File: src/rtl/m2s_pkg.sv
// Shared constants for the MIDI square synth family: base period table,
// MIDI status/controller codes and FSM state encodings.
package m2s_pkg;

   localparam logic [3:0] MIDI_NOTE_ON  = 4'h9;
   localparam logic [3:0] MIDI_NOTE_OFF = 4'h8;
   localparam logic [3:0] MIDI_CTRL     = 4'hB;

   localparam logic [7:0] CC_SUSTAIN    = 8'd64;
   localparam logic [7:0] CC_ALL_OFF    = 8'd123;

   localparam logic [7:0] AGE_MAX       = 8'hFF;

   // FSM state encodings
   localparam logic [1:0] ST_IDLE  = 2'd0;
   localparam logic [1:0] ST_DIV   = 2'd1;
   localparam logic [1:0] ST_ALLOC = 2'd2;

   // Latched message kinds
   localparam logic [1:0] K_ON  = 2'd0;
   localparam logic [1:0] K_OFF = 2'd1;
   localparam logic [1:0] K_ALL = 2'd2;
   localparam logic [1:0] K_PED = 2'd3;

   // Full period in 12 MHz ticks for notes 48..59; unused slots return 0
   function automatic logic [16:0] base_period(input logic [3:0] idx);
      case (idx)
         4'd0:    base_period = 17'd91736;
         4'd1:    base_period = 17'd86587;
         4'd2:    base_period = 17'd81728;
         4'd3:    base_period = 17'd77141;
         4'd4:    base_period = 17'd72811;
         4'd5:    base_period = 17'd68724;
         4'd6:    base_period = 17'd64867;
         4'd7:    base_period = 17'd61227;
         4'd8:    base_period = 17'd57790;
         4'd9:    base_period = 17'd54547;
         4'd10:   base_period = 17'd51485;
         4'd11:   base_period = 17'd48596;
         default: base_period = 17'd0;
      endcase
   endfunction

endpackage

File: src/rtl/square_voice.sv
// One square-wave oscillator voice: note/velocity/half-period, tick and phase,
// age for stealing. Optional sustain flag under SYNTH_SUSTAIN_EN.
module square_voice
   import m2s_pkg::*;
#(
   parameter int unsigned PER_W = 25
) (
   input  logic             clk,
   input  logic             resetq,
   input  logic             load,
   input  logic             rel,
   input  logic             clear,
   input  logic             age_inc,
   input  logic [7:0]       note_in,
   input  logic [6:0]       vel_in,
   input  logic [PER_W-1:0] half_in,
`ifdef SYNTH_SUSTAIN_EN
   input  logic             sus_mark,
   input  logic             sus_drop,
   output logic             sustained,
`endif
   output logic             active,
   output logic             phase,
   output logic [7:0]       note,
   output logic [6:0]       vel,
   output logic [7:0]       age
);

   logic [PER_W-1:0] half;
   logic [PER_W-1:0] tick;
   logic             go_idle;

`ifdef SYNTH_SUSTAIN_EN
   assign go_idle = rel | (sus_drop & sustained);

   // Sustain flag: set by a pedal-held note-off, dropped by pedal up or reload
   always_ff @(posedge clk) begin
      if (resetq || clear || load) sustained <= 1'b0;
      else if (sus_drop)           sustained <= 1'b0;
      else if (sus_mark && active) sustained <= 1'b1;
   end
`else
   assign go_idle = rel;
`endif

   // Voice state and oscillator: tick runs 0..half-1, phase toggles on wrap
   always_ff @(posedge clk) begin
      if (resetq) begin
         active <= 1'b0;
         phase  <= 1'b0;
         note   <= 8'd0;
         vel    <= 7'd0;
         half   <= '0;
         tick   <= '0;
         age    <= 8'd0;
      end else if (clear) begin
         active <= 1'b0;
         phase  <= 1'b0;
         tick   <= '0;
         age    <= 8'd0;
      end else if (load) begin
         active <= 1'b1;
         phase  <= 1'b0;
         note   <= note_in;
         vel    <= vel_in;
         half   <= half_in;
         tick   <= '0;
         age    <= 8'd0;
      end else if (go_idle) begin
         active <= 1'b0;
         phase  <= 1'b0;
         tick   <= '0;
      end else if (active) begin
         if (age_inc && age != AGE_MAX) age <= age + 8'd1;
         if (tick == half - PER_W'(1)) begin
            tick  <= '0;
            phase <= ~phase;
         end else begin
            tick  <= tick + PER_W'(1);
         end
      end
   end

endmodule

File: src/rtl/poly_square_synth.sv
// Polyphonic MIDI square synth: message decode, note-to-period divider,
// voice allocation/stealing, velocity mixer and sigma-delta buzz output.
// Optional sustain pedal support under SYNTH_SUSTAIN_EN.
module poly_square_synth
   import m2s_pkg::*;
#(
   parameter int unsigned CLK_HZ = 12000000,
   parameter int unsigned VOICES = 4,
   parameter int unsigned PER_W  = 25,
   parameter int unsigned OMNI   = 0
) (
   input  logic              clk,
   input  logic              resetq,
   input  logic              msg_valid,
   output logic              msg_ready,
   input  logic [7:0]        status,
   input  logic [7:0]        data1,
   input  logic [7:0]        data2,
   input  logic [3:0]        midi_chan,
   output logic              buzz,
   output logic [VOICES-1:0] voice_active
);

   localparam int unsigned IDX_W = (VOICES > 1) ? $clog2(VOICES) : 1;
   localparam int unsigned SUM_W = 7 + $clog2(VOICES + 1);
   localparam int unsigned ACC_W = SUM_W + 1;
   localparam logic [ACC_W-1:0] ACC_TH = ACC_W'(VOICES * 127);

   logic [1:0] state, state_nxt, kind, kind_d;
   logic [6:0] r;
   logic [2:0] oct;
   logic [7:0] lat_note;
   logic [6:0] lat_vel;
   logic       chan_ok, on_ok, off_ok, all_ok, ped_ok, cmd_ok, accept;

   // Base period table rescaled to the actual clock at elaboration
   logic [PER_W-1:0] base_tab [16];
   for (genvar g = 0; g < 16; g++) begin : g_tab
      localparam logic [63:0] SCALED =
         64'(base_period(4'(g))) * 64'(CLK_HZ) / 64'd12000000;
      assign base_tab[g] = PER_W'(SCALED);
   end

   // Classify the incoming message; anything unrecognised is consumed silently
   always_comb begin
      chan_ok = (OMNI != 0) || (status[3:0] == midi_chan);
      on_ok   = (status[7:4] == MIDI_NOTE_ON) && (data2 != 8'd0) &&
                (data1 >= 8'd24) && (data1 < 8'd120);
      off_ok  = (status[7:4] == MIDI_NOTE_OFF) ||
                ((status[7:4] == MIDI_NOTE_ON) && (data2 == 8'd0));
      all_ok  = (status[7:4] == MIDI_CTRL) && (data1 == CC_ALL_OFF);
      ped_ok  = 1'b0;
`ifdef SYNTH_SUSTAIN_EN
      ped_ok  = (status[7:4] == MIDI_CTRL) && (data1 == CC_SUSTAIN);
`endif
      kind_d  = K_ON;
      if (off_ok)      kind_d = K_OFF;
      else if (all_ok) kind_d = K_ALL;
      else if (ped_ok) kind_d = K_PED;
      cmd_ok  = chan_ok && (on_ok || off_ok || all_ok || ped_ok);
      accept  = (state == ST_IDLE) && msg_valid && msg_ready && cmd_ok;
   end

   // Next-state logic; DIV looks ahead so it leaves on the step that lands r<12
   always_comb begin
      state_nxt = state;
      case (state)
         ST_IDLE:  if (accept) state_nxt = (kind_d == K_ON) ? ST_DIV : ST_ALLOC;
         ST_DIV:   if (r < 7'd24) state_nxt = ST_ALLOC;
         ST_ALLOC: state_nxt = ST_IDLE;
         default:  state_nxt = ST_IDLE;
      endcase
   end

   // State register and ready flag
   always_ff @(posedge clk) begin
      if (resetq) begin
         state     <= ST_IDLE;
         msg_ready <= 1'b1;
      end else begin
         state     <= state_nxt;
         msg_ready <= (state_nxt == ST_IDLE);
      end
   end

   // Message latch and divide-by-12 into semitone and octave
   always_ff @(posedge clk) begin
      if (resetq) begin
         lat_note <= 8'd0;
         lat_vel  <= 7'd0;
         kind     <= K_ON;
         r        <= 7'd0;
         oct      <= 3'd0;
      end else if (accept) begin
         lat_note <= data1;
         lat_vel  <= data2[6:0];
         kind     <= kind_d;
         r        <= 7'(data1 - 8'd24);
         oct      <= 3'd0;
      end else if (state == ST_DIV && r >= 7'd12) begin
         r        <= r - 7'd12;
         oct      <= oct + 3'd1;
      end
   end

`ifdef SYNTH_SUSTAIN_EN
   logic lat_ped, pedal;

   // Pedal state, updated when a CC64 message reaches ALLOC
   always_ff @(posedge clk) begin
      if (resetq) begin
         lat_ped <= 1'b0;
         pedal   <= 1'b0;
      end else begin
         if (accept) lat_ped <= (data2 >= 8'd64);
         if (state == ST_ALLOC && kind == K_PED) pedal <= lat_ped;
      end
   end
`endif

   // Octave-shift the base period; octave 2 uses the table value as is
   logic [PER_W-1:0] base, period, half_new;
   always_comb begin
      base = base_tab[r[3:0]];
      if (oct < 3'd2) period = base << (3'd2 - oct);
      else            period = base >> (oct - 3'd2);
      half_new = period >> 1;
   end

   logic [VOICES-1:0] ph, v_load, v_rel, v_clear, v_inc;
   logic [7:0]        v_note [VOICES];
   logic [6:0]        v_vel  [VOICES];
   logic [7:0]        v_age  [VOICES];
`ifdef SYNTH_SUSTAIN_EN
   logic [VOICES-1:0] v_sus, v_mark;
   logic              v_drop;
`endif

   logic             hit, free;
   logic [IDX_W-1:0] hit_idx, free_idx, old_idx, sel;
   logic [8:0]       key, old_key;

   // Voice allocation: retrigger same note, else lowest idle, else steal oldest
   always_comb begin
      v_load   = '0;
      v_rel    = '0;
      v_clear  = '0;
      v_inc    = '0;
`ifdef SYNTH_SUSTAIN_EN
      v_mark   = '0;
      v_drop   = 1'b0;
`endif
      hit      = 1'b0;
      free     = 1'b0;
      hit_idx  = '0;
      free_idx = '0;
      old_idx  = '0;
      old_key  = '0;
      key      = '0;
      for (int i = 0; i < VOICES; i++) begin
         if (!hit && voice_active[i] && v_note[i] == lat_note) begin
            hit     = 1'b1;
            hit_idx = IDX_W'(i);
         end
         if (!free && !voice_active[i]) begin
            free     = 1'b1;
            free_idx = IDX_W'(i);
         end
`ifdef SYNTH_SUSTAIN_EN
         key = {v_sus[i], v_age[i]};
`else
         key = {1'b0, v_age[i]};
`endif
         if (key > old_key) begin
            old_key = key;
            old_idx = IDX_W'(i);
         end
      end
      sel = hit ? hit_idx : (free ? free_idx : old_idx);
      if (state == ST_ALLOC) begin
         case (kind)
            K_ON: begin
               for (int i = 0; i < VOICES; i++) v_load[i] = (IDX_W'(i) == sel);
               v_inc = voice_active & ~v_load;
            end
            K_OFF: begin
               for (int i = 0; i < VOICES; i++) begin
                  if (voice_active[i] && v_note[i] == lat_note) begin
`ifdef SYNTH_SUSTAIN_EN
                     if (pedal) v_mark[i] = 1'b1;
                     else       v_rel[i]  = 1'b1;
`else
                     v_rel[i] = 1'b1;
`endif
                  end
               end
            end
            K_ALL: v_clear = '1;
            default: begin
`ifdef SYNTH_SUSTAIN_EN
               v_drop = !lat_ped;
`endif
            end
         endcase
      end
   end

   for (genvar g = 0; g < VOICES; g++) begin : g_voice
      square_voice #(.PER_W(PER_W)) u_voice (
         .clk       (clk),
         .resetq    (resetq),
         .load      (v_load[g]),
         .rel       (v_rel[g]),
         .clear     (v_clear[g]),
         .age_inc   (v_inc[g]),
         .note_in   (lat_note),
         .vel_in    (lat_vel),
         .half_in   (half_new),
`ifdef SYNTH_SUSTAIN_EN
         .sus_mark  (v_mark[g]),
         .sus_drop  (v_drop),
         .sustained (v_sus[g]),
`endif
         .active    (voice_active[g]),
         .phase     (ph[g]),
         .note      (v_note[g]),
         .vel       (v_vel[g]),
         .age       (v_age[g])
      );
   end

   // Velocity-weighted sum of sounding voices
   logic [SUM_W-1:0] mix_sum;
   always_comb begin
      mix_sum = '0;
      for (int i = 0; i < VOICES; i++) begin
         if (voice_active[i] && ph[i]) mix_sum = mix_sum + SUM_W'(v_vel[i]);
      end
   end

   logic [ACC_W-1:0] acc, acc_sum;
   assign acc_sum = acc + ACC_W'(mix_sum);

   // First-order sigma-delta: overflow past full scale emits a buzz pulse
   always_ff @(posedge clk) begin
      if (resetq) begin
         acc  <= '0;
         buzz <= 1'b0;
      end else if (acc_sum >= ACC_TH) begin
         acc  <= acc_sum - ACC_TH;
         buzz <= 1'b1;
      end else begin
         acc  <= acc_sum;
         buzz <= 1'b0;
      end
   end

endmodule

File: config.mk
export PLATFORM = sky130hd
export DESIGN_NAME = poly_square_synth
export DESIGN_NICKNAME = d
export VERILOG_FILES = /design/src/rtl/m2s_pkg.sv /design/src/rtl/square_voice.sv /design/src/rtl/poly_square_synth.sv
export SDC_FILE = /design/constraint.sdc
export NUM_CORES = 1
export LEC_CHECK = 0
export BUFFER_PORTS_ARGS = -buffer_cell sky130_fd_sc_hd__buf_2
export CORE_UTILIZATION = 66
export CTS_BUF_LIST = sky130_fd_sc_hd__clkbuf_4
export CTS_CLUSTER_SIZE = 24
export DETAILED_ROUTE_END_ITERATION = 12
export GPL_TIMING_DRIVEN = 0
export PLACE_DENSITY = 0.83
export REMOVE_ABC_BUFFERS = 1
export SLEW_MARGIN = 20
export SYNTH_ARGS = -nofsm -noshare
export SYNTH_HDL_FRONTEND = slang
export SYNTH_SLANG_ARGS = --single-unit
File: constraint.sdc
create_clock -name clk -period 8.5 [get_ports clk]
set_input_delay 0.425 -clock clk [delete_from_list [all_inputs] [get_ports clk]]
set_output_delay 0.425 -clock clk [all_outputs]
set_load 0.05 [all_outputs]
-- Word level (Yosys, flattened, before mapping)
Memory sizes are Yosys's and may differ from the RTL's.
Cells that the tools add are included.
- add/sub/neg operators: 22
- $lt $le $gt $ge: 11
- equal/unequal tests: 24
- shift-type cells: 2
- muxes and demuxes: 62
- bitwise logic cells: 15
- reduce and logical (&&, ||, !) cells: 79
- operator list (kind ; number):
    25-bit 2-to-1 mux ; 7
    25-bit by 1-bit adder with 25-bit output (second input constant) ; 4
    25-bit equality test ; 4
    24-bit by 1-bit subtractor with 25-bit output (second input constant) ; 4
    8-bit by 1-bit adder with 8-bit output (second input constant) ; 4
    8-bit equality test ; 4
    4-bit 2-to-1 mux ; 8
    8-bit != test (second input constant) ; 4
    1-bit logical AND ; 31
    10-bit by 7-bit adder with 10-bit output ; 3
    10-bit 2-to-1 mux ; 3
    8-bit by 9-bit greater-than comparator with 1-bit output ; 3
    2-bit 2-to-1 mux ; 13
    25-bit by 3-bit left shift with 25-bit output ; 1
    25-bit by 3-bit right shift with 25-bit output ; 1
    1-bit 2-to-1 mux ; 23
    7-bit 2-to-1 mux ; 3
    9-bit 2-to-1 mux ; 2
    2-bit AND reduction ; 8
    4-bit OR reduction ; 4
    4-bit equality test (second input constant) ; 3
    1-bit NOT ; 12
    3-bit AND reduction ; 4
    3-bit OR reduction ; 4
    other kinds (34) ; 58
- register bits after elaboration: 338
- bits in read-only memories: 400
- bits of input ports: 31
- output and inout port bits: 6
- word-level logic and storage cells: 253
- memories: 1
- memory list (memory ; words ; width ; rd ports ; clocked after Yosys merged registers in ; write ports ; RTL line ; RTL):
    (no name shown) ; 16 ; 25 ; 1 ; 0 ; 0 ; poly_square_synth.sv:124 ; base = base_tab[r[3:0]];

-- Logic depth before layout (Yosys ltp)
Gate-level depths: netlist of the first run.
- depth in word-level cells: 23
- depth in mapped cells: 31
- gate-level depth less buffers: 30

-- Hierarchy
From an unflattened synthesis of the first run, not the netlist that was laid out.
- cells, all modules: 2868
- area, all modules: 22947.0 um^2
- by module, submodules not included (module ; times used ; cells an instance ; area an instance (um^2)):
    square_voice (g_voice[0].u_voice ...) ; 3 ; 497 ; 4179.0
    poly_square_synth ; 1 ; 904 ; 6638.9
    square_voice (g_voice[3].u_voice) ; 1 ; 473 ; 3771.1

-- Worst setup path before layout of the first run
Ideal clock, no wire load.
- path kind: reg-to-reg
- start point: reg g_voice[0].u_voice.age[1]
- end point: reg g_voice[2].u_voice.half[8]
- setup time: 0.128 ns
- arrival: 6.054 ns
- slack: 2.318 ns
- cell stages (with the launch flop): 28
- clock period less this slack: 6.182 ns
- cells stage by stage: dfxtp_1 -> inv_1 -> ha_1 -> nor4b_1 -> a21oi_1 -> ha_1 -> inv_1 -> or3_1 -> o211ai_1 -> buf_2 -> mux2i_1 -> ha_1 -> a211oi_1 -> o221ai_1 -> o211ai_1 -> clkbuf_1 -> o21ai_0 -> ha_1 -> a211o_1 -> a221oi_1 -> a211o_1 -> o2111a_1 -> o21ai_1 -> a211oi_2 -> buf_2 -> buf_2 -> mux2i_1 -> nor2_1
- cells in the longest elaborated chain, start to end: 14
- elaborated cells between the ends (all ways): 16
- classes of those cells: order compare: 4; eq/ne: 1; mux: 10; reduce/logical: 1
- ends and longest elaborated chain (item ; RTL line ; RTL):
    from (decl) ; square_voice.sv:26 ; output logic [7:0] age
    from (signal assigned) ; square_voice.sv:74 ; if (age_inc && age != AGE_MAX) age <= age + 8'd1;
    8-bit by 1-bit greater-than comparator with 1-bit output ; poly_square_synth.sv:174 ; if (key > old_key) begin
    8-bit 2-to-1 mux * ; poly_square_synth.sv:174 ;
    8-bit by 9-bit greater-than comparator with 1-bit output ; poly_square_synth.sv:174 ;
    9-bit 2-to-1 mux ; poly_square_synth.sv:174 ;
    8-bit by 9-bit greater-than comparator with 1-bit output ; poly_square_synth.sv:174 ;
    9-bit 2-to-1 mux ; poly_square_synth.sv:174 ;
    8-bit by 9-bit greater-than comparator with 1-bit output ; poly_square_synth.sv:174 ;
    2-bit 2-to-1 mux * ; poly_square_synth.sv:174 ;
    2-bit 2-to-1 mux * (2 in a row) ; poly_square_synth.sv:179 ; sel = hit ? hit_idx : (free ? free_idx : old_idx);
    2-bit equality test * ; poly_square_synth.sv:183 ; for (int i = 0; i < VOICES; i++) v_load[i] = (IDX_W'(i) == sel);
    4-bit 2-to-1 mux * ; poly_square_synth.sv:181 ; case (kind)
    4-bit 2-to-1 mux * ; poly_square_synth.sv:180 ; if (state == ST_ALLOC) begin
    2-bit AND reduction (no line) * ; -- ;
    to (signal assigned) ; square_voice.sv:66 ; half <= half_in;
    to (decl) ; square_voice.sv:29 ; logic [PER_W-1:0] half;
Mark *: on every way between the ends. The rest lies on a longest branch, timed or not.
A chain may end at the register's enable or synchronous reset.

-- Worst setup path after layout of the first run
- start point: reg g_voice[0].u_voice.age[1]
- end point: reg g_voice[2].u_voice.tick[17]
- cells in the longest elaborated chain, start to end: 14
- elaborated cells between the ends (all ways): 16
- classes of those cells: order compare: 4; eq/ne: 1; mux: 10; reduce/logical: 1
- ends and longest elaborated chain (item ; RTL line ; RTL):
    8-bit by 1-bit greater-than comparator with 1-bit output ; poly_square_synth.sv:174 ;
    8-bit 2-to-1 mux * ; poly_square_synth.sv:174 ;
    8-bit by 9-bit greater-than comparator with 1-bit output ; poly_square_synth.sv:174 ;
    9-bit 2-to-1 mux ; poly_square_synth.sv:174 ;
    8-bit by 9-bit greater-than comparator with 1-bit output ; poly_square_synth.sv:174 ;
    9-bit 2-to-1 mux ; poly_square_synth.sv:174 ;
    8-bit by 9-bit greater-than comparator with 1-bit output ; poly_square_synth.sv:174 ;
    2-bit 2-to-1 mux * ; poly_square_synth.sv:174 ;
    2-bit 2-to-1 mux * (2 in a row) ; poly_square_synth.sv:179 ;
    2-bit equality test * ; poly_square_synth.sv:183 ;
    4-bit 2-to-1 mux * ; poly_square_synth.sv:181 ;
    4-bit 2-to-1 mux * ; poly_square_synth.sv:180 ;
    4-bit OR reduction (no line) * ; -- ;
    to (signal assigned) ; square_voice.sv:79 ; tick <= tick + PER_W'(1);
    to (decl) ; square_voice.sv:30 ; logic [PER_W-1:0] tick;
Marked as above.

==> out/metrics.csv, run 1 <==
stage,metric,value,unit
final_layout,layout cells sized above 1,0.09071,
sta,Fin. Hold Viols,0,
global_route,met3 usage,0.05807,
cts,clk slew on worst S/H paths,0.06,ns
final_layout,P&R area growth vs syn,7.610,%
sta,unrepaired setup endpoints after global routing,no,
sta,fin. max-slew vios,0,
sta,final setup fails,0,
cts,TritonCTS buffer count,88,
final_layout,multi-input logic area,0.01385,mm²
route,via count,20020,
place,DP Cell Count,3057,
global_route,Tot GR Track Use,0.3339,
power,total power,3062,µW
final_layout,Fillers,2449,
global_route,Most Crowded Layer GR,met2,
final_layout,Final Core Density,0.7277,
route,first drt pass iteration count,5,
cts,root buf cell,clkbuf_4,
synth,Synth Cell Area,0.02150,mm²
cts,CTS sink cnt,334,
sta,Hold Worst Slack,0.04722,ns
sta,Slew headroom,0.1880,
hold_path,Hold WC Path Type,primary input to flop,
synth,ys async rst share,0,
global_route,initial antenna violation count,2,
global_route,first-pass GRT wire length,91810,µm
final_layout,nets@finish,2845,
worst_setup_path,Setup crit end kind,flop,
worst_setup_path,crit-path max FO,24,
cts,Worst-Skew Late Latency,0.79,ns
cts,H-tree depth,3,
global_route,met2 Usage GRT,0.5533,
cts,clk buf depth,3,
power,Leak,0.008636,µW
global_route,largest net degree at the start of global routing,113,
worst_setup_path,arrival time worst endpoint,8.48,ns
final_layout,FF/Latch Area,0.006689,mm²
floorplanning,chip height,182.5,µm
route,antenna-violating nets left,0,
route,DRC viols,0,
route,First DRT Iteration DRCs,1408,
sta,PnR worst setup slack,0.7214,ns
worst_setup_path,Setup crit start kind,flop,
run,max cap viols,0,
sta,Max Clk Rate,0.1286,GHz
place,dpl ws,0.1666,ns
worst_setup_path,WP data required,9.21,ns
global_route,GRT met1 Usage,0.4245,
place,PortBufs,36,
sta,skew final,0.03256,ns
synth,Syn. warnings,0,
synth,number of synthesized flops with an enable pin,0,
place,gp weighted congestion,0.9448,
synth,Yosys top cell area share,0.3109,
synth,Mapped Cells,2730,
route,Total Wirelength,55730,µm
synth,cell with the most instances after synthesis,dfxtp_1,
synth,post-synthesis cell type with the largest combined area,dfxtp_1,
floorplanning,Core Rows,65,
synth,sequential fraction of the synthesis area,0.3109,
route,DR vias/cell,6.204,
sta,period utilization,0.9151,
sta,Tmin final,7.779,ns
worst_setup_path,crit path kind,flop to flop,
power,Max VDD drop,126.9,µV
floorplanning,Initial Util,0.6763,
floorplanning,chip width,182.5,µm
global_route,vias in the first global route,18990,
floorplanning,die footprint,0.03331,mm²
floorplanning,I/O pins,37,
synth,Seq cells post-synth,334,
synth,post-synthesis cell type count,91,
synth,dominant synthesized flop cell,dfxtp_1,
cts,CTS tree,done,
place,dpl hpwl,39380,µm
floorplanning,core box area,0.03180,mm²
synth,Syn Area/Cell,7.877,µm²
final_layout,Post-Layout Cell Count,3227,
outcome,status,completed,
route,Routed wire per std cell,17.27,µm
global_route,GRT overflow,0,
power,PD cells,132.3,mW/mm²
sta,worst slew pin tran,1.211,ns
synth,dominant cells by area after synthesis,"dfxtp_1 31%, xnor2_1 7.7%, nor2_1 5.7%, nand2_1 4.8%, ha_1 4.7%",
synth,synth cell count leaders,"334 x dfxtp_1, 325 x nor2_1, 273 x nand2_1",
## worst paths after layout
path                                           startpoint                     endpoint  slack, ns  depth (start not counted)
worst max-delay path            g_voice[0].u_voice.age[1]  g_voice[2].u_voice.tick[17]       0.72                         26
worst min-delay path                               resetq                         buzz       0.05                          2
worst max register to register  g_voice[0].u_voice.age[1]  g_voice[2].u_voice.tick[17]       0.72                         26
worst min register to register  g_voice[3].u_voice.vel[6]    g_voice[3].u_voice.vel[6]       0.47                          2
## what timing repair did
item,CTS,global route
setup endpoints to repair,0,31
resized for setup,0,0
hold buffers,15,0
hold endpoints to repair,19,0
buffers inserted,0,3
## through the flow
stage	TNS [ns]	instance area, µm²
2_1_floorplan	-120.31	20810
3_3_place_gp	-612.66	21530
3_5_place_dp	0	21840
4_1_cts	0	23100
5_1_grt	0	23140
6_report	0	23140
## layout by cell type, fill, tap and decap left out, types with 91 or more instances in the layout
cell,n
a21oi_1,155
xnor2_1,188
o21ai_0,106
clkbuf_4,133
nor2_1,324
mux2i_1,97
nand2_1,273
dfxtp_1,332
nor3_1,91
## final cells by class
type / instances / share of cell area
multi-input cells: 2147 / 0.5987
flip-flops and latches: 334 / 0.2891
clock buffers: 133 / 0.04315
repair buffers: 73 / 0.02639
well taps: 435 / 0.02352
inverters: 86 / 0.01395
clock inverters: 16 / 0.004920
diodes: 3 / 0.0003244
## where the power goes
part | switching, µW | internal (µW)
Combinational | 44.2 | 20.5
Sequential | 1.16 | 1570
Clock | 665 | 766
Total | 710 | 2350
## critical path, stage by stage (launching register included)
cell and delay [ns]:
dfxtp_1 0.34, inv_1 0.13, ha_1 0.18, nor4b_1 0.40
a21oi_1 0.19, ha_1 0.31, inv_1 0.03, or3_1 0.36
o211ai_1 0.49, mux2i_1 0.30, ha_1 0.38, and3_1 0.17
or3b_1 0.39, o211ai_1 0.11, buf_4 0.17, mux2_2 0.35
ha_1 0.31, and3_1 0.19, and3_1 0.18, a211o_1 0.29
o2111a_1 0.17, o21ai_1 0.68, a211oi_4 0.30, buf_8 0.25
buf_6 0.17, nor2_2 0.57, and3_1 0.26
## per-layer routing
metal / wire length (µm) / vias up
li1: - / 9772
met1: 24220 / 9373
met2: 25800 / 722
met3: 3657 / 153
met4: 2057 / 0
met5: 0 / -
## cells by family (layout without fill, tap and decap cells)
group / after synthesis / in the layout / synth area share
adder cells (fa/ha/maj): 84 / 84 / 0.05027
buffers and inverters: 249 / 308 / 0.04742
multiplexers: 113 / 113 / 0.05405
XOR/XNOR: 277 / 277 / 0.1128
AO/OA/AOI/OAI: 530 / 530 / 0.1600
other: 0 / 3 / 0
AND/OR/NAND/NOR: 1143 / 1143 / 0.2645
flip-flops: 334 / 334 / 0.3109
## registers in the layout (all words and copies together), names as in the netlist, 3 cells and up
| register | cells |
|---|---|
| acc | 11 |
| g_voice.u_voice.active | 4 |
| g_voice.u_voice.age | 32 |
| g_voice.u_voice.half | 92 |
| g_voice.u_voice.note | 32 |
| g_voice.u_voice.phase | 4 |
| g_voice.u_voice.tick | 100 |
| g_voice.u_voice.vel | 28 |
| lat_note | 8 |
| lat_vel | 7 |
| oct | 3 |
| r | 7 |
No activity file was read; power rests on OpenSTA's default activity.
==> run 2: changes to the inputs <==
Settings changed: CORE_UTILIZATION 66 to 30, PLACE_DENSITY 0.83 to default.
==> out/metrics.csv, run 2 (same netlist as run 1, synthesis figures left out) <==
stage,metric,value,unit,change
outcome,status,completed,,
global_route,initial antenna violation count,1,,-1
route,Total Wirelength,56730,µm,+1.8%
global_route,first-pass GRT wire length,92020,µm,+0.23%
power,total power,3194,µW,+4.3%
power,Leak,0.008758,µW,+1.4%
worst_setup_path,top cell family by delay on the critical path,simple AND/OR/NAND/NOR gates,,
cts,post-CTS setup-driven buffer insertion count,0,,unchanged
worst_setup_path,Crit path largest cell delay,0.79,ns,+0.11 ns
place,DP Cell Count,3565,,+17%
global_route,Tot GR Track Use,0.1528,,-0.1811
final_layout,max reg flops,100,,unchanged
cts,clk buf depth,3,,unchanged
worst_setup_path,arrival time worst endpoint,8.46,ns,-0.02 ns
place,dpl hpwl,40210,µm,+2.1%
worst_setup_path,Setup crit start kind,flop,,
cts,Worst-Skew Late Latency,0.85,ns,+0.06 ns
worst_setup_path,slowest cell on the critical path,or3_1,,
sta,Tmin final,7.801,ns,+0.02264 ns
final_layout,Reg with most FFs,g_voice.u_voice.tick,,
final_layout,multi-input logic area,0.01386,mm²,about the same
cts,H-tree depth,3,,unchanged
sta,sum of negative setup slack,0,ns,unchanged
floorplanning,core box area,0.07051,mm²,+120%
worst_setup_path,Setup crit end kind,flop,,
final_layout,largest registers,"g_voice.u_voice.tick: 100 flops, g_voice.u_voice.half: 92 flops",,
worst_setup_path,"most used cell, CP",ha_1,,
final_layout,"commonest non-fill, non-tap cell in the layout",dfxtp_1,,
final_layout,"commonest cells after routing, fill and taps aside","332 x dfxtp_1, 324 x nor2_1, 273 x nand2_1, 188 x xnor2_1, 155 x a21oi_1",,
cts,root buf cell,clkbuf_4,,
cts,CTS sink cnt,334,,unchanged
sta,final setup fails,0,,unchanged
cts,TritonCTS buffer count,97,,+10%
route,First DRT Iteration DRCs,1431,,+1.6%
sta,Fin. Hold Viols,0,,unchanged
final_layout,Post-Layout Cell Count,3757,,+16%
floorplanning,Core Rows,97,,+49%
worst_setup_path,WP data required,9.16,ns,-0.05 ns
cts,clk slew on worst S/H paths,0.06,ns,about the same
run,max cap viols,0,,unchanged
place,PortBufs,36,,unchanged
sta,worst slew pin tran,1.131,ns,-0.07965 ns
sta,unrepaired setup endpoints after global routing,no,,
power,PD cells,133.1,mW/mm²,+0.58%
final_layout,layout cells sized above 1,0.09588,,+0.005167
global_route,largest net degree at the start of global routing,104,,-8.0%
route,DRC viols,0,,unchanged
worst_setup_path,crit path kind,flop to flop,,
power,Max VDD drop,96.66,µV,-24%
route,DR vias/cell,5.109,,-18%
floorplanning,die footprint,0.07276,mm²,+120%
floorplanning,chip width,269.7,µm,+48%
final_layout,Fillers,7446,,+200%
floorplanning,Initial Util,0.3050,,-0.3713
final_layout,FF/Latch Area,0.006689,mm²,unchanged
worst_setup_path,Worst Reg-to-Reg Cells,25,,-3.8%
hold_path,Hold WC Path Type,primary input to flop,,
worst_setup_path,worst path bufs/invs,4,,-1
cts,CTS tree,done,,
sta,skew final,0.05395,ns,+0.02139 ns
sta,PnR worst setup slack,0.6987,ns,-0.02264 ns
global_route,GRT overflow,0,,unchanged
place,dpl ws,0.4103,ns,+0.2436 ns
final_layout,P&R area growth vs syn,11.61,%,
floorplanning,I/O pins,37,,unchanged
place,gp weighted congestion,0.8663,,-8.3%
route,via count,19200,,-4.1%
hold_path,WHS Path Cells,5,,+3
floorplanning,chip height,269.7,µm,+48%
sta,Hold Worst Slack,0.1409,ns,+0.09370 ns
final_layout,nets@finish,2862,,+0.60%
route,antenna-violating nets left,0,,unchanged
sta,period utilization,0.9178,,+0.002663
worst_setup_path,crit-path max FO,26,,+8.3%
route,first drt pass iteration count,5,,unchanged
route,Routed wire per std cell,15.10,µm,-13%
sta,Max Clk Rate,0.1282,GHz,-0.29%
global_route,vias in the first global route,17820,,-6.1%
sta,fin. max-slew vios,0,,unchanged
worst_setup_path,CP Depth,25,,-3.8%
sta,Slew headroom,0.2460,,+0.05797
-- run 2: cell count changes in the layout (fill, tap and decap cells not counted), moves of 2 or more --
cell / previous run / this run
clkbuf_4: 133 / 144
dlygate4sd3_1: 15 / 21
clkinv_1: 13 / 18
buf_6: 6 / 10
buf_4: 10 / 7
clkinv_4: 0 / 2
diode_2: 3 / 1
-- run 2: tightest hold or removal path, delay by kind of cell --
| family | cells | cell delay [ns] |
|---|---|---|
| AOI/OAI and AO/OA | 1 | 0.08 |
| xor gates and xnor gates | 1 | 0.05 |
| buffers and inverters | 1 | 0.08 |
| and+or+nand+nor | 2 | 0.27 |
-- run 2: power by group --
part	switching [µW]	internal [µW]	total, µW
logic	44.0	21.8	65.7
registers	1.19	1570	1570
clock network	707	854	1560
-- run 2: stage by stage --
step,instance area [µm²],util
5_1_grt,24000,0.3404
6_report,24000,0.3404
2_1_floorplan,20810,-
3_5_place_dp,22510,0.3192
3_3_place_gp,22160,0.3143
4_1_cts,23980,0.3401
-- run 2: path summary, 6_finish.rpt --
path	startpoint	endpoint	slack [ns]
setup / recovery	g_voice[0].u_voice.age[1]	g_voice[1].u_voice.tick[24]	0.70
hold / removal	status[1]	state[0]	0.14
setup reg to reg	g_voice[0].u_voice.age[1]	g_voice[1].u_voice.tick[24]	0.70
hold reg to reg	g_voice[3].u_voice.vel[3]	g_voice[3].u_voice.vel[3]	0.46
-- run 2: cell type report --
cell class              instances  share of cell area
flip-flops and latches        334              0.2787
inverters                      86             0.01345
clock buffers                 143             0.04473
clock inverters                25            0.007820
diodes                          1           0.0001043
well taps                     940             0.04900
repair buffers                 81             0.02878
multi-input cells            2147              0.5774
-- run 2: what timing repair did --
action,CTS,global route
setup endpoints to repair,0,29
hold endpoints to repair,42,0
resized for setup,0,1
hold buffers,21,0
-- run 2: metal layers --
metal / up-vias / GRT usage / wire length (µm)
li1: 9837 / - / -
met1: 8859 / 0.2035 / 27340
met2: 398 / 0.2445 / 25550
met3: 101 / 0.02876 / 2560
met4: 0 / 0.05502 / 1281
met5: - / 0 / 0
==> run 3: changes to the inputs <==
Settings changed: CORE_UTILIZATION 30 to 41.
Clock period 8.5 ns to 7.9 ns, I/O delays scaled along.
==> out/metrics.csv, run 3 (same netlist as run 1, synthesis figures left out) <==
stage,metric,value,unit,change
run,max cap viols,0,,unchanged
power,Max VDD drop,118.8,µV,+23%
worst_setup_path,Crit path largest cell delay,0.58,ns,-0.21 ns
worst_setup_path,WP data required,8.63,ns,-0.53 ns
final_layout,"commonest non-fill, non-tap cell in the layout",dfxtp_1,,
worst_setup_path,r2r startpoint,g_voice[0].u_voice.age[1],,
floorplanning,chip width,231.0,µm,-14%
floorplanning,die footprint,0.05337,mm²,-27%
sta,final setup fails,0,,unchanged
final_layout,FF/Latch Area,0.006689,mm²,unchanged
place,dpl ws,-0.1001,ns,-0.5103 ns
power,Sw Share,0.2420,,+0.006500
sta,Hold Worst Slack,0.1093,ns,-0.03165 ns
route,DRC viols,0,,unchanged
worst_setup_path,R2R setup slack,0.64,ns,-0.06 ns
route,Total Wirelength,57770,µm,+1.8%
power,switching power,790.8,µW,+5.1%
final_layout,"commonest cells after routing, fill and taps aside","332 x dfxtp_1, 324 x nor2_1, 273 x nand2_1, 188 x xnor2_1, 155 x a21oi_1",,
cts,root buf cell,clkbuf_4,,
power,Power Internal,2477,µW,+1.4%
final_layout,Post-Layout Cell Count,3491,,-7.1%
final_layout,max reg flops,100,,unchanged
worst_setup_path,"most used cell, CP",ha_1,,
final_layout,Final Core Density,0.4570,,+0.1166
cts,clk slew on worst S/H paths,0.06,ns,about the same
sta,Fin. Hold Viols,0,,unchanged
floorplanning,Initial Util,0.4166,,+0.1117
power,Comb pwr share,0.022,,about the same
cts,CTS tree,done,,
global_route,vias in the first global route,18950,,+6.3%
cts,H-tree depth,3,,unchanged
sta,fin. max-slew vios,0,,unchanged
sta,Tmin final,7.264,ns,-0.5374 ns
route,via count,19760,,+2.9%
power,PD cells,138.5,mW/mm²,+4.1%
place,dpl hpwl,41840,µm,+4.1%
global_route,initial antenna violation count,2,,+1
cts,Worst-Skew Late Latency,0.86,ns,about the same
sta,Slew headroom,0.2564,,+0.01042
floorplanning,Core Rows,83,,-14%
route,antenna-violating nets left,0,,unchanged
hold_path,Hold WC Path Type,primary input to flop,,
worst_setup_path,Worst Reg-to-Reg Cells,28,,+12%
global_route,largest net degree at the start of global routing,112,,+7.7%
sta,Max Clk Rate,0.1377,GHz,+7.4%
route,Routed wire per std cell,16.55,µm,+9.6%
hold_path,Hold EP,state[1],,
hold_path,WHS Path Cells,5,,unchanged
final_layout,Reg with most FFs,g_voice.u_voice.tick,,
final_layout,layout cells sized above 1,0.09441,,-0.001474
power,Clk pwr share,0.462,,-0.027
worst_setup_path,crit-path max FO,14,,-46%
final_layout,P&R area growth vs syn,9.682,%,
worst_setup_path,crit path kind,flop to flop,,
place,DP Cell Count,3305,,-7.3%
sta,unrepaired setup endpoints after global routing,no,,
route,First DRT Iteration DRCs,1193,,-17%
place,gp weighted congestion,0.8819,,+1.8%
power,Seq pwr share,0.516,,+0.025
power,Leak,0.008699,µW,-0.67%
final_layout,Fillers,5158,,-31%
floorplanning,chip height,231.0,µm,-14%
worst_setup_path,arrival time worst endpoint,8.00,ns,-0.46 ns
worst_setup_path,Reg-to-Reg End,g_voice[3].u_voice.half[4],,
cts,CTS sink cnt,334,,unchanged
route,DR vias/cell,5.660,,+11%
global_route,first-pass GRT wire length,95450,µm,+3.7%
sta,worst slew pin tran,1.114,ns,-0.01715 ns
global_route,GRT overflow,0,,unchanged
global_route,Tot GR Track Use,0.2166,,+0.06384
worst_setup_path,Setup crit start kind,flop,,
final_layout,nets@finish,2863,,+0.035%
route,first drt pass iteration count,5,,unchanged
cts,clk buf depth,3,,unchanged
worst_setup_path,slowest cell on the critical path,nor4_4,,
place,PortBufs,36,,unchanged
outcome,status,completed,,
sta,period utilization,0.9195,,+0.001684
final_layout,multi-input logic area,0.01388,mm²,+0.14%
worst_setup_path,Setup crit end kind,flop,,
hold_path,critical hold path startpoint,status[1],,
floorplanning,I/O pins,37,,unchanged
floorplanning,core box area,0.05161,mm²,-27%
sta,skew final,0.05576,ns,+0.001810 ns
cts,TritonCTS buffer count,93,,-4.1%
final_layout,largest registers,"g_voice.u_voice.tick: 100 flops, g_voice.u_voice.half: 92 flops",,
sta,PnR worst setup slack,0.6361,ns,-0.06263 ns
==> run 3: cell count changes in the layout (fill, tap and decap cells not counted), moves of 3 or more <==
cell / change
bufinv_16: -3
buf_4: +3
clkbuf_4: -10
diode_2: +3
==> run 3: area by class of cell <==
cell class / instances / share of cell area
multi-input cells: 2147 / 0.5884
flip-flops and latches: 334 / 0.2836
clock buffers: 134 / 0.04265
well taps: 680 / 0.03607
repair buffers: 86 / 0.03156
inverters: 86 / 0.01369
clock inverters: 20 / 0.003607
diodes: 4 / 0.0004244
==> run 3: repair_timing <==
| action | CTS | global route |
|---|---|---|
| resized for setup | 1 | 4 |
| hold endpoints to repair | 65 | 0 |
| setup endpoints to repair | 57 | 138 |
| pin swaps | 1 | 1 |
| buffers inserted | 3 | 3 |
| hold buffers | 22 | 0 |
==> run 3: worst max-delay path: cells and delay by family (launching register included) <==
kind / cells / cell delay (ns)
DFF: 1 / 0.33
adders and majority gates: 4 / 1.09
and+or+nand+nor: 6 / 1.74
AOI/OAI and AO/OA: 9 / 2.17
buffers and inverters: 7 / 1.18
muxes: 2 / 0.64
==> run 3: per-layer routing <==
metal	track usage	up-vias	share of wire
met3	0.03974	108	0.045
met5	0	-	0
met1	0.2853	9374	0.47
met2	0.3523	439	0.46
met4	0.07781	0	0.025
li1	-	9839	-
==> run 3: per-stage QoR <==
| step | setup TNS (ns) | power, µW | instance area (µm²) |
|---|---|---|---|
| 2_1_floorplan | -234.28 | 1746 | 20810 |
| 4_1_cts | 0 | 3331 | 23530 |
| 6_report | 0 | 3267 | 23590 |
| 3_3_place_gp | -883.23 | 1782 | 21840 |
| 3_5_place_dp | -2.771 | 1785 | 22180 |
| 5_1_grt | 0 | 3424 | 23590 |
==> run 3: power groups by stage <==
stage	combinational, µW	clock, µW	sequential [µW]
2_1_floorplan	23.3	0	1720
3_3_place_gp	59.0	0	1720
3_5_place_dp	62.2	0	1720
4_1_cts	69.8	1580	1690
5_1_grt	77.4	1660	1680
6_report	71.0	1510	1690
==> run 3: worst max-delay path by stage <==
stage	depth (start not counted)	slack, ns	from	end
after floorplan	23	-2.22	g_voice[0].u_voice.age[1]	g_voice[1].u_voice.phase
after global placement	23	-5.18	g_voice[0].u_voice.age[1]	g_voice[1].u_voice.tick[21]
after detailed placement	24	-0.10	g_voice[0].u_voice.age[1]	g_voice[1].u_voice.tick[18]
after CTS	24	0.38	g_voice[0].u_voice.age[0]	g_voice[0].u_voice.tick[16]
after global routing	28	0.10	g_voice[0].u_voice.age[0]	g_voice[3].u_voice.half[4]
final	28	0.64	g_voice[0].u_voice.age[1]	g_voice[3].u_voice.half[4]
